--- src/rtl/stream_qos_pkg.sv ---
// Shared types for the QoS stream router: route FSM states, counter default,
// and the control flags carried with every beat through the hold register.
package stream_qos_pkg;

  typedef enum logic [1:0] {
    ST_HEAD,
    ST_BODY,
    ST_DROP
  } route_state_t;

  localparam int DROP_CNT_WIDTH_DEFAULT = 8;

  // Width-independent part of the hold-register payload; the top module wraps
  // it with its parameterised data/dest/qos fields.
  typedef struct packed {
    logic last;
    logic bad;
  } hold_flags_t;

  function automatic logic id_out_of_range(input int id, input int count);
    return id >= count;
  endfunction

endpackage

--- src/rtl/stream_hold_reg.sv ---
// One-entry valid/ready pipeline register. It accepts a new word in the same
// cycle the held one leaves, and refuses input while reset is asserted.
module stream_hold_reg #(
  parameter int WIDTH = 8
) (
  input  logic             clk,
  input  logic             rst,
  input  logic [WIDTH-1:0] in_data,
  input  logic             in_valid,
  output logic             in_ready,
  output logic [WIDTH-1:0] out_data,
  output logic             out_valid,
  input  logic             out_ready
);

  assign in_ready = !rst && (!out_valid || out_ready);

  always_ff @(posedge clk) begin
    if (rst) begin
      out_valid <= 1'b0;
      out_data  <= '0;
    end else if (in_valid && in_ready) begin
      out_valid <= 1'b1;
      out_data  <= in_data;
    end else if (out_ready) begin
      out_valid <= 1'b0;
    end
  end

endmodule

--- src/rtl/stream_router_w_qos.sv ---
// 1:N packet router: steers whole packets to stream[id] with qos locked from
// the head beat; packets with an out-of-range id are swallowed and counted.
module stream_router_w_qos
  import stream_qos_pkg::*;
#(
  parameter int T_DATA_WIDTH   = 4,
  parameter int T_QOS__WIDTH   = 2,
  parameter int STREAM_COUNT   = 2,
  parameter int T_ID___WIDTH   = $clog2(STREAM_COUNT),
  parameter int DROP_CNT_WIDTH = DROP_CNT_WIDTH_DEFAULT
) (
  input  logic                                       clk,
  input  logic                                       rst,
  input  logic [T_DATA_WIDTH-1:0]                    s_data_in,
  input  logic [T_QOS__WIDTH-1:0]                    s_qos_in,
  input  logic [T_ID___WIDTH-1:0]                    s_id_in,
  input  logic                                       s_last_in,
  input  logic                                       s_valid_in,
  output logic                                       s_ready_out,
  output logic [STREAM_COUNT-1:0][T_DATA_WIDTH-1:0]  m_data_out,
  output logic [STREAM_COUNT-1:0][T_QOS__WIDTH-1:0]  m_qos_out,
  output logic [STREAM_COUNT-1:0]                    m_last_out,
  output logic [STREAM_COUNT-1:0]                    m_valid_out,
  input  logic [STREAM_COUNT-1:0]                    m_ready_in,
  output logic                                       err_bad_id_out,
  output logic [DROP_CNT_WIDTH-1:0]                  drop_count_out
);

  typedef struct packed {
    logic [T_DATA_WIDTH-1:0] data;
    logic [T_ID___WIDTH-1:0] dest;
    logic [T_QOS__WIDTH-1:0] qos;
    hold_flags_t             flags;
  } hold_payload_t;

  route_state_t            state;
  route_state_t            next_state;
  logic [T_ID___WIDTH-1:0] ctx_dest;
  logic [T_QOS__WIDTH-1:0] ctx_qos;
  hold_payload_t           push_payload;
  hold_payload_t           hold_payload;
  logic                    hold_valid;
  logic                    accept;
  logic                    head_bad;
  logic                    sel_ready;
  logic                    pop;

  assign head_bad = id_out_of_range(int'(s_id_in), STREAM_COUNT);
  assign accept   = s_valid_in && s_ready_out;

  always_ff @(posedge clk) begin
    if (rst) begin
      state <= ST_HEAD;
    end else if (accept) begin
      state <= next_state;
    end
  end

  // Packet context is latched from the head so body beats ignore s_id/s_qos.
  always_ff @(posedge clk) begin
    if (rst) begin
      ctx_dest <= '0;
      ctx_qos  <= '0;
    end else if (accept && state == ST_HEAD) begin
      ctx_dest <= s_id_in;
      ctx_qos  <= s_qos_in;
    end
  end

  always_comb begin
    next_state = state;
    case (state)
      ST_HEAD: begin
        if (!s_last_in) begin
          next_state = head_bad ? ST_DROP : ST_BODY;
        end
      end
      ST_BODY, ST_DROP: begin
        if (s_last_in) begin
          next_state = ST_HEAD;
        end
      end
      default: next_state = ST_HEAD;
    endcase
  end

  always_comb begin
    push_payload.data       = s_data_in;
    push_payload.flags.last = s_last_in;
    push_payload.dest       = ctx_dest;
    push_payload.qos        = ctx_qos;
    push_payload.flags.bad  = 1'b0;
    err_bad_id_out          = 1'b0;
    case (state)
      ST_HEAD: begin
        push_payload.dest      = s_id_in;
        push_payload.qos       = s_qos_in;
        push_payload.flags.bad = head_bad;
        err_bad_id_out         = accept && head_bad;
      end
      ST_DROP: push_payload.flags.bad = 1'b1;
      default: ;
    endcase
  end

  stream_hold_reg #(
    .WIDTH ($bits(hold_payload_t))
  ) u_hold (
    .clk       (clk),
    .rst       (rst),
    .in_data   (push_payload),
    .in_valid  (s_valid_in),
    .in_ready  (s_ready_out),
    .out_data  (hold_payload),
    .out_valid (hold_valid),
    .out_ready (pop)
  );

  // Bad beats never wait for a consumer; good beats wait only on their own stream.
  always_comb begin
    sel_ready = 1'b0;
    for (int i = 0; i < STREAM_COUNT; i++) begin
      if (hold_payload.dest == T_ID___WIDTH'(i)) begin
        sel_ready = m_ready_in[i];
      end
    end
  end

  assign pop = hold_valid && (hold_payload.flags.bad || sel_ready);

  always_comb begin
    for (int i = 0; i < STREAM_COUNT; i++) begin
      m_valid_out[i] = hold_valid && !hold_payload.flags.bad &&
                       (hold_payload.dest == T_ID___WIDTH'(i));
      m_data_out[i]  = m_valid_out[i] ? hold_payload.data : '0;
      m_qos_out[i]   = m_valid_out[i] ? hold_payload.qos  : '0;
      m_last_out[i]  = m_valid_out[i] && hold_payload.flags.last;
    end
  end

  always_ff @(posedge clk) begin
    if (rst) begin
      drop_count_out <= '0;
    end else if (pop && hold_payload.flags.bad && hold_payload.flags.last &&
                 drop_count_out != '1) begin
      drop_count_out <= drop_count_out + DROP_CNT_WIDTH'(1);
    end
  end

endmodule

--- config.mk ---
export PLATFORM = sky130hd
export DESIGN_NAME = stream_router_w_qos
export DESIGN_NICKNAME = d
export VERILOG_FILES = /design/src/rtl/stream_qos_pkg.sv /design/src/rtl/stream_hold_reg.sv /design/src/rtl/stream_router_w_qos.sv
export SDC_FILE = /design/constraint.sdc
export NUM_CORES = 1
export LEC_CHECK = 0
export ABC_CLOCK_PERIOD_IN_PS = 1700
export CAP_MARGIN = 20
export CORE_MARGIN = 2
export CORE_UTILIZATION = 40
export CTS_BUF_LIST = sky130_fd_sc_hd__clkbuf_16
export DETAILED_ROUTE_END_ITERATION = 16
export DONT_BUFFER_PORTS = 1
export SLEW_MARGIN = 20
export SYNTH_ARGS = -nofsm -noshare
export SYNTH_HDL_FRONTEND = slang
export SYNTH_SLANG_ARGS = --single-unit
--- constraint.sdc ---
create_clock -name clk -period 1.7 [get_ports clk]
set_clock_uncertainty 0.1 [all_clocks]
set_input_delay 0.17 -clock clk [delete_from_list [all_inputs] [get_ports clk]]
set_output_delay 0.17 -clock clk [all_outputs]
set_load 0.01 [all_outputs]
# After elaboration in Yosys (flattened, before gate mapping)
# Cells that the tools add are included.
# classes
n_addsub,1
mul,0
div_mod_pow,0
magnitude_cmp,0
n_eq_ne,5
shift,0
muxes,12
n_bitwise,1
reduce_logical,21
# op_table
operator,count
1-bit logical AND,12
8-bit by 1-bit adder with 8-bit output (second input constant),1
2-bit 2-to-1 mux,4
4-bit 2-to-1 mux,2
8-bit != test (second input constant),1
1-bit 2-to-1 mux,4
2-bit != test (second input constant),2
2-bit one-hot mux with 2 select lines,1
1-bit zero test,3
3-bit 2-to-1 mux,1
3-bit AND reduction,1
2-bit by 1-bit == test with 1-bit output (second input constant),1
2-bit == test (second input constant),1
2-bit zero test,1
1-bit logical OR,2
2-bit nonzero test,1
2-bit OR reduction,1
1-bit NOT,1
# totals
register_bits,23
latch_bits,0
ram_bits,0
romBits,0
input_bits,13
out_inout_bits,26
word_cells,46
n_memories,0

# Longest topological paths before layout
# Gate-level depths: netlist (run 1).
# depth
word_depth,7
mapped_depth,3
ltp_nobuf,3

# Modules after synthesis
# A second synthesis (run 1) with hierarchy kept.
# hier_totals
cells_unflattened,132
hier_area_um2,1231.2
# by_module_without_submodules
mod,instances,cells_per_inst,area_per_inst_um2,seq_area_each_um2
stream_router_w_qos,1,87,775.7,240.2
stream_hold_reg,1,45,455.4,200.2

# Worst setup path before layout (run 1)
# OpenSTA, ideal clock, no wires.
# synth_timing
kind,register to register
start,register u_hold.out_data[4]
end,register u_hold.out_data[1]
setup_ns,0.121
arrival_ns,1.301
required_time_ns,1.479
setup_slack_ns,0.178
stages_incl_launch_ff,4
n_path_buf,0
period_less_slack_ns,1.522
cell_sequence,dfxtp_1 mux2_4 o21ai_4 mux2_2
# synth_via
elab_chain_len,6
# synth_rtl
element,line,text
start: declaration,stream_hold_reg.sv:11,"output logic [WIDTH-1:0] out_data,"
start signal: assignment,stream_hold_reg.sv:24,out_data <= in_data;
1-bit 2-to-1 mux,stream_router_w_qos.sv:123,if (hold_payload.dest == T_ID___WIDTH'(i)) begin
1-bit logical OR,stream_router_w_qos.sv:129,assign pop = hold_valid && (hold_payload.flags.bad || sel_ready);
1-bit logical AND,stream_router_w_qos.sv:129,
1-bit logical OR,stream_hold_reg.sv:16,assign in_ready = !rst && (!out_valid || out_ready);
1-bit logical AND,stream_hold_reg.sv:16,
1-bit logical AND,stream_hold_reg.sv:22,end else if (in_valid && in_ready) begin
# Every way passes these cells.
# A chain may end at the register's enable or synchronous reset.

# Final worst setup path (run 1)
# layout_timing
start,register u_hold.out_data[4]
end,register ctx_qos[0]
# layout_via
elab_chain_len,7
# layout_rtl
element,line,text
1-bit 2-to-1 mux,stream_router_w_qos.sv:123,
1-bit logical OR,stream_router_w_qos.sv:129,
1-bit logical AND,stream_router_w_qos.sv:129,
1-bit logical OR,stream_hold_reg.sv:16,
1-bit logical AND,stream_hold_reg.sv:16,
1-bit logical AND,stream_router_w_qos.sv:49,assign accept = s_valid_in && s_ready_out;
1-bit logical AND,stream_router_w_qos.sv:64,end else if (accept && state == ST_HEAD) begin
end signal: assignment,stream_router_w_qos.sv:66,ctx_qos <= s_qos_in;
end: declaration,stream_router_w_qos.sv:39,logic [T_QOS__WIDTH-1:0] ctx_qos;
# Every way passes these cells.

==> results of run 1 <==
## flip-flops by register name (all words and copies together), names as in the netlist
| signal | cells |
|---|---|
| ctx_dest | 1 |
| ctx_qos | 2 |
| state | 1 |
| u_hold.out_data | 8 |
| u_hold.out_valid | 1 |
## cells in the mapped netlist
cell type	n	area, sq um
dfxtp_1	13	260
buf_4	9	67.6
nor2b_1	9	56.3
and2_1	8	50.1
mux2_2	8	90.1
mux2i_1	8	80.1
and3_1	7	43.8
nand2b_1	4	25.0
clkbuf_1	3	11.3
a21oi_1	2	10.0
inv_1	2	7.51
nor2_1	2	7.51
conb_1	1	3.75
mux2_4	1	15.0
o211ai_1	1	7.51
o21ai_4	1	16.3
## layout by cell type (no fill, tap or decap)
master         Yosys  final
dfxtp_1           13     12
dlygate4sd3_1      0     10
nor2b_1            9      9
conb_1             1      9
and2_1             8      8
mux2_2             8      8
and3_1             7      7
mux2i_1            8      7
nand2b_1           4      4
inv_1              2      3
clkbuf_16          0      3
nor2_1             2      2
a21oi_1            2      2
buf_4              9      2
mux2i_2            0      1
mux2_4             1      1
o211ai_1           1      1
o21ai_4            1      1
buf_6              0      1
dfxtp_2            0      1
## per-stage QoR
stage          instance area, sq um  total power, mW
5_1_grt                         945            0.951
3_5_place_dp                    757            0.460
3_3_place_gp                    757            0.458
6_report                        945            0.912
4_1_cts                         936            0.922
2_1_floorplan                   782            0.456
## cells by family after synthesis
logic type	after synthesis
buffers and inverters	14
AND/OR/NAND/NOR	30
flip-flops	13
AO/OA/AOI/OAI	4
other	1
multiplexers	17
## what timing repair did
item	CTS	global route
hold endpoints to repair	10	0
endpoints found under the setup margin	0	8
hold buffers	10	0
resized for setup	0	3
## final timing paths
| path | startpoint | to | slack, ps | cells after the start |
|---|---|---|---|---|
| setup / recovery | u_hold.out_data[4] | ctx_qos[0] | 100 | 3 |
| hold / removal | rst | state[0] | 10 | 2 |
| hold reg to reg | u_hold.out_data[2] | u_hold.out_data[2] | 390 | 2 |
| setup reg to reg | u_hold.out_data[4] | ctx_qos[0] | 100 | 3 |
## layout make-up
type | count | area [sq um] | area share
multi-input combinational | 60 | 439 | 0.465
sequential | 13 | 262 | 0.277
timing repair buffer | 13 | 126 | 0.134
clock buffer | 3 | 75.1 | 0.0795
tap | 25 | 31.3 | 0.0331
inverter | 2 | 7.51 | 0.00795
clock inverter | 1 | 3.75 | 0.00397
## power groups by stage
stage               registers (mW)  clock network, mW  logic, mW
floorplan                    0.349                  0      0.107
global route                 0.352              0.456      0.143
global placement             0.352                  0      0.106
finish                       0.348              0.435      0.130
detailed placement           0.352                  0      0.108
CTS                          0.347              0.448      0.127
## metal layers
layer / up-vias / track usage / share of wire
li1: 270 / - / -
met5: - / 0 / 0
met4: 0 / 0.100 / 0.0070
met3: 2 / 0.0423 / 0.076
met2: 26 / 0.219 / 0.45
met1: 248 / 0.174 / 0.46
==> run summary, run 1 <==
status: completed
Total Die Area: 2240 sq um
Fin Hold WS: 12.6 ps
pin count of the biggest net entering global routing: 16
largest family of logic cells by synthesized area: multiplexers
Post-Route WL: 1430 um
CP top delay family: multiplexers
post-synthesis adder-cell area fraction: 0
final setup violation count: 0
Clock Pin Slew Worst Setup and Hold Paths: 50 ps
clock share of power: 0.476
RSZ-0062 raised after global routing: no
fraction of layout cells with a size suffix above 1: 0.196
leak pwr: 0.443 nW
CP peak stage delay: 380 ps
worst path cell trace: mux2_4, o211ai_1, mux2_2
FF+latch count, synth: 13
CP bufs+invs: 0
Synth cell types: 16
total CTS buffers: 3
fillers: 169
Ports: 39
Final min period: 1600 ps
Worst Path Required: 1730 ps
Gate Count Post-Synth: 79
post-CTS setup buffers: 0
Die Y: 47.4 um
drt drc: 0
HPWL Detailed: 962 um
fin cells: 117
Max clock buf depth: 2
number of global-route vias before repair: 489
# clock sinks: 13
Max VDD drop: 0.497 mV
startpoint type of the worst setup path: flop
pre-CTS setup slack: 113 ps
fin. max-slew vios: 0
H-Tree Level Count: 1
Slowest-stage cell, CP: mux2_2
Flop pwr share: 0.382
Hold WC Path Type: in -> reg
Final period util: 0.938
num rows: 15
DRT Pass-1 Iters: 3
Routed Antenna Nets: 0
Final WS setup: 105 ps
PwrDens: 966 nW/um^2
Max FO, Critical Path: 3
Synth Area in Compound Gates: 0.0449
Worst EP arrival: 1620 ps
switch share: 0.219
Synth Area per Inst: 9.52 sq um
Synth Area in XOR/XNOR: 0
count of input and output buffers: 0
proportion of synthesized area in mux cells: 0.246
Core Box Area: 1750 sq um
Worst Setup End Kind: flop
Ant. Diodes: 0
Int Pwr: 712 uW
CTS tree: yes
Starting Density: 0.431
clk_lat worst skew: 240 ps
post-layout util: 0.541
Fin Setup TNS: 0 ps
RD Place Congestion: 0.624
placed insts: 103
kind of critical path: reg -> reg
initial antenna violation count: 0
Post-Syn Area: 752 sq um
first-pass GRT wire length: 2130 um
routed len/inst: 12.2 um
Switch Pwr: 200 uW
final hold vios: 0
Comb pwr share: 0.142
Maximum Capacitance Violations: 0
drt first-iter violations: 3
Clk Tree Root Cell: clkbuf_16
overall routing resource usage: 0.145
Synth Area in Simple Gates: 0.243
DR vias/cell: 4.67
via count: 546
max frequency: 627 MHz
fin nets: 106
Die X: 47.4 um
area grow syn2layout: 25.6%
Yosys warning total: 0
Seq/Total Area, Yosys: 0.346
total gr overflow: 0
(Power assumes the default switching activity.)
==> run 2, diff against run 1 <==
Settings changed: SLEW_MARGIN 20 to unset.
==> results of run 2 <==
Final layout, timing and power as in run 1 (identical DEF).
==> run 3, diff against run 2 <==
Settings changed: CELL_PAD_IN_SITES_DETAIL_PLACEMENT set to 2, CELL_PAD_IN_SITES_GLOBAL_PLACEMENT set to 2, CORE_UTILIZATION 40 to 33, PLACE_DENSITY_LB_ADDON set to 0.1.
==> run 3 against run 2 <==
Utilization shrank 8.7 points. Clock power rose by 1%. Largest power group unchanged. Wire length grew 23%. Sequential cell count unchanged. Critical path depth is 2 higher. Sequential power hardly changed. Sequential share of layout area shrank 1.4 points. Largest cell class unchanged. Cell count rose by 6.0%. Critical endpoint is now u_hold.out_valid. Hold slack better by 9.8 ps.
==> run summary, run 3 (synthesis results as in run 1) <==
most common cell after layout, fill and taps aside: dfxtp_1
max frequency: 620 MHz (-1.2%)
Register Area: 262 sq um (unchanged)
Max FO, Critical Path: 4 (+1)
status: completed
DR vias/cell: 4.72 (+1.1%)
num rows: 17 (+2)
Routed Antenna Nets: 0 (unchanged)
CP top delay family: buffers and inverters
Regs by FF count: u_hold.out_data (8), ctx_qos (2)
Largest Register: u_hold.out_data
Post-Place Cell Area: 776 sq um (+2.5%)
routed len/inst: 14.2 um (+16%)
drt drc: 0 (unchanged)
Clock Pin Slew Worst Setup and Hold Paths: 50 ps (about the same)
pin count of the biggest net entering global routing: 16 (unchanged)
CP peak stage delay: 540 ps (+160 ps)
area of the multi-input gates: 452 sq um (+2.8%)
Worst Setup End Kind: flop
Ant. Diodes: 0 (unchanged)
final instance area: 995 sq um (+5.3%)
most frequent cells in the layout: dfxtp_1, dlygate4sd3_1, nor2b_1, conb_1
Worst Path Required: 1730 ps (about the same)
Ports: 39 (unchanged)
number of global-route vias before repair: 576 (+18%)
Starting Density: 0.343 (-0.0876)
drt first-iter violations: 1 (-2)
Final min period: 1610 ps (+18.7 ps)
fraction of layout cells with a size suffix above 1: 0.240 (+0.0439)
area grow syn2layout: 32.3%
clk_lat worst skew: 240 ps (about the same)
RD Place Congestion: 0.644 (+3.3%)
Hold WC Path Type: in -> reg
worst path cell trace: buf_8, mux2i_4, a21oi_2, nor2_1, dlygate4sd3_1
overall routing resource usage: 0.145 (about the same)
Clk Tree Root Cell: clkbuf_16
post-layout util: 0.454 (-0.0872)
total CTS buffers: 3 (unchanged)
Core Box Area: 2190 sq um (+26%)
CTS tree: yes
Post-Route WL: 1760 um (+23%)
kind of critical path: reg -> reg
Worst EP arrival: 1640 ps (+20 ps)
Final period util: 0.949 (+0.0110)
final setup violation count: 0 (unchanged)
DRT Pass-1 Iters: 3 (unchanged)
Slowest-stage cell, CP: dlygate4sd3_1
Total Die Area: 2680 sq um (+19%)
Largest register FFs: 8 (unchanged)
Max clock buf depth: 2 (unchanged)
fin nets: 110 (+3.8%)
total gr overflow: 0 (unchanged)
HPWL Detailed: 1180 um (+23%)
initial antenna violation count: 0 (unchanged)
Maximum Capacitance Violations: 0 (unchanged)
total power: 938 uW (+2.9%)
H-Tree Level Count: 1 (unchanged)
startpoint type of the worst setup path: flop
CP bufs+invs: 2 (+2)
# clock sinks: 13 (unchanged)
Die X: 51.7 um (+9.2%)
first-pass GRT wire length: 2730 um (+29%)
Max VDD drop: 0.513 mV (+3.3%)
count of input and output buffers: 0 (unchanged)
Die Y: 51.7 um (+9.2%)
leak pwr: 0.465 nW (+5.0%)
final hold vios: 0 (unchanged)
fin. max-slew vios: 0 (unchanged)
via count: 585 (+7.1%)
fillers: 249 (+47%)
PwrDens: 943 nW/um^2 (-2.3%)
## run 3: report_power, final
group	switching, mW	internal (mW)	total [mW]
sequential	0.0146	0.332	0.347
clock	0.130	0.310	0.440
combinational	0.0681	0.0837	0.152
## run 3: path summary, 6_finish.rpt
kind	start	to	slack (ps)	depth (start not counted)
setup / recovery	u_hold.out_data[4]	u_hold.out_valid	90	5
hold / removal	rst	u_hold.out_data[3]	20	2
setup reg to reg	u_hold.out_data[4]	u_hold.out_valid	90	5
hold reg to reg	u_hold.out_data[3]	u_hold.out_data[3]	400	2
## run 3: final cells by class
cell class	count	area share
clock buffer	3	0.0755
timing repair buffer	17	0.161
sequential	13	0.263
multi-input combinational	60	0.454
tap	28	0.0352
clock inverter	1	0.00377
inverter	2	0.00755
## run 3: layer usage
| metal | wire, um | up-vias | global-route usage |
|---|---|---|---|
| li1 | - | 279 | - |
| met1 | 765 | 285 | 0.166 |
| met2 | 903 | 19 | 0.244 |
| met3 | 77 | 2 | 0.0287 |
| met4 | 16 | 0 | 0.0921 |
| met5 | 0 | - | 0 |
## run 3: worst reg2reg max path: stages, from the launching register on
cell and delay, ps:
dfxtp_2 330, buf_8 130, mux2i_4 180, a21oi_2 150, nor2_1 70, dlygate4sd3_1 540
## run 3: per-stage QoR
stage                     TNS, ps  cells  hold WS (ps)  worst slack (ps)
final                           0    124          22.4              86.2
after global routing        -15.1    124          23.0             -15.1
after CTS                       0    122          15.8              45.9
after detailed placement        0    108           148               104
after global placement          0    108           148               125
after floorplan                 0     87           165               178
## run 3: what timing repair did
item	in CTS	in global routing
setup buffers	0	2
endpoints found under the setup margin	0	1
resized for setup	0	6
hold buffers	10	0
hold endpoints to repair	10	0
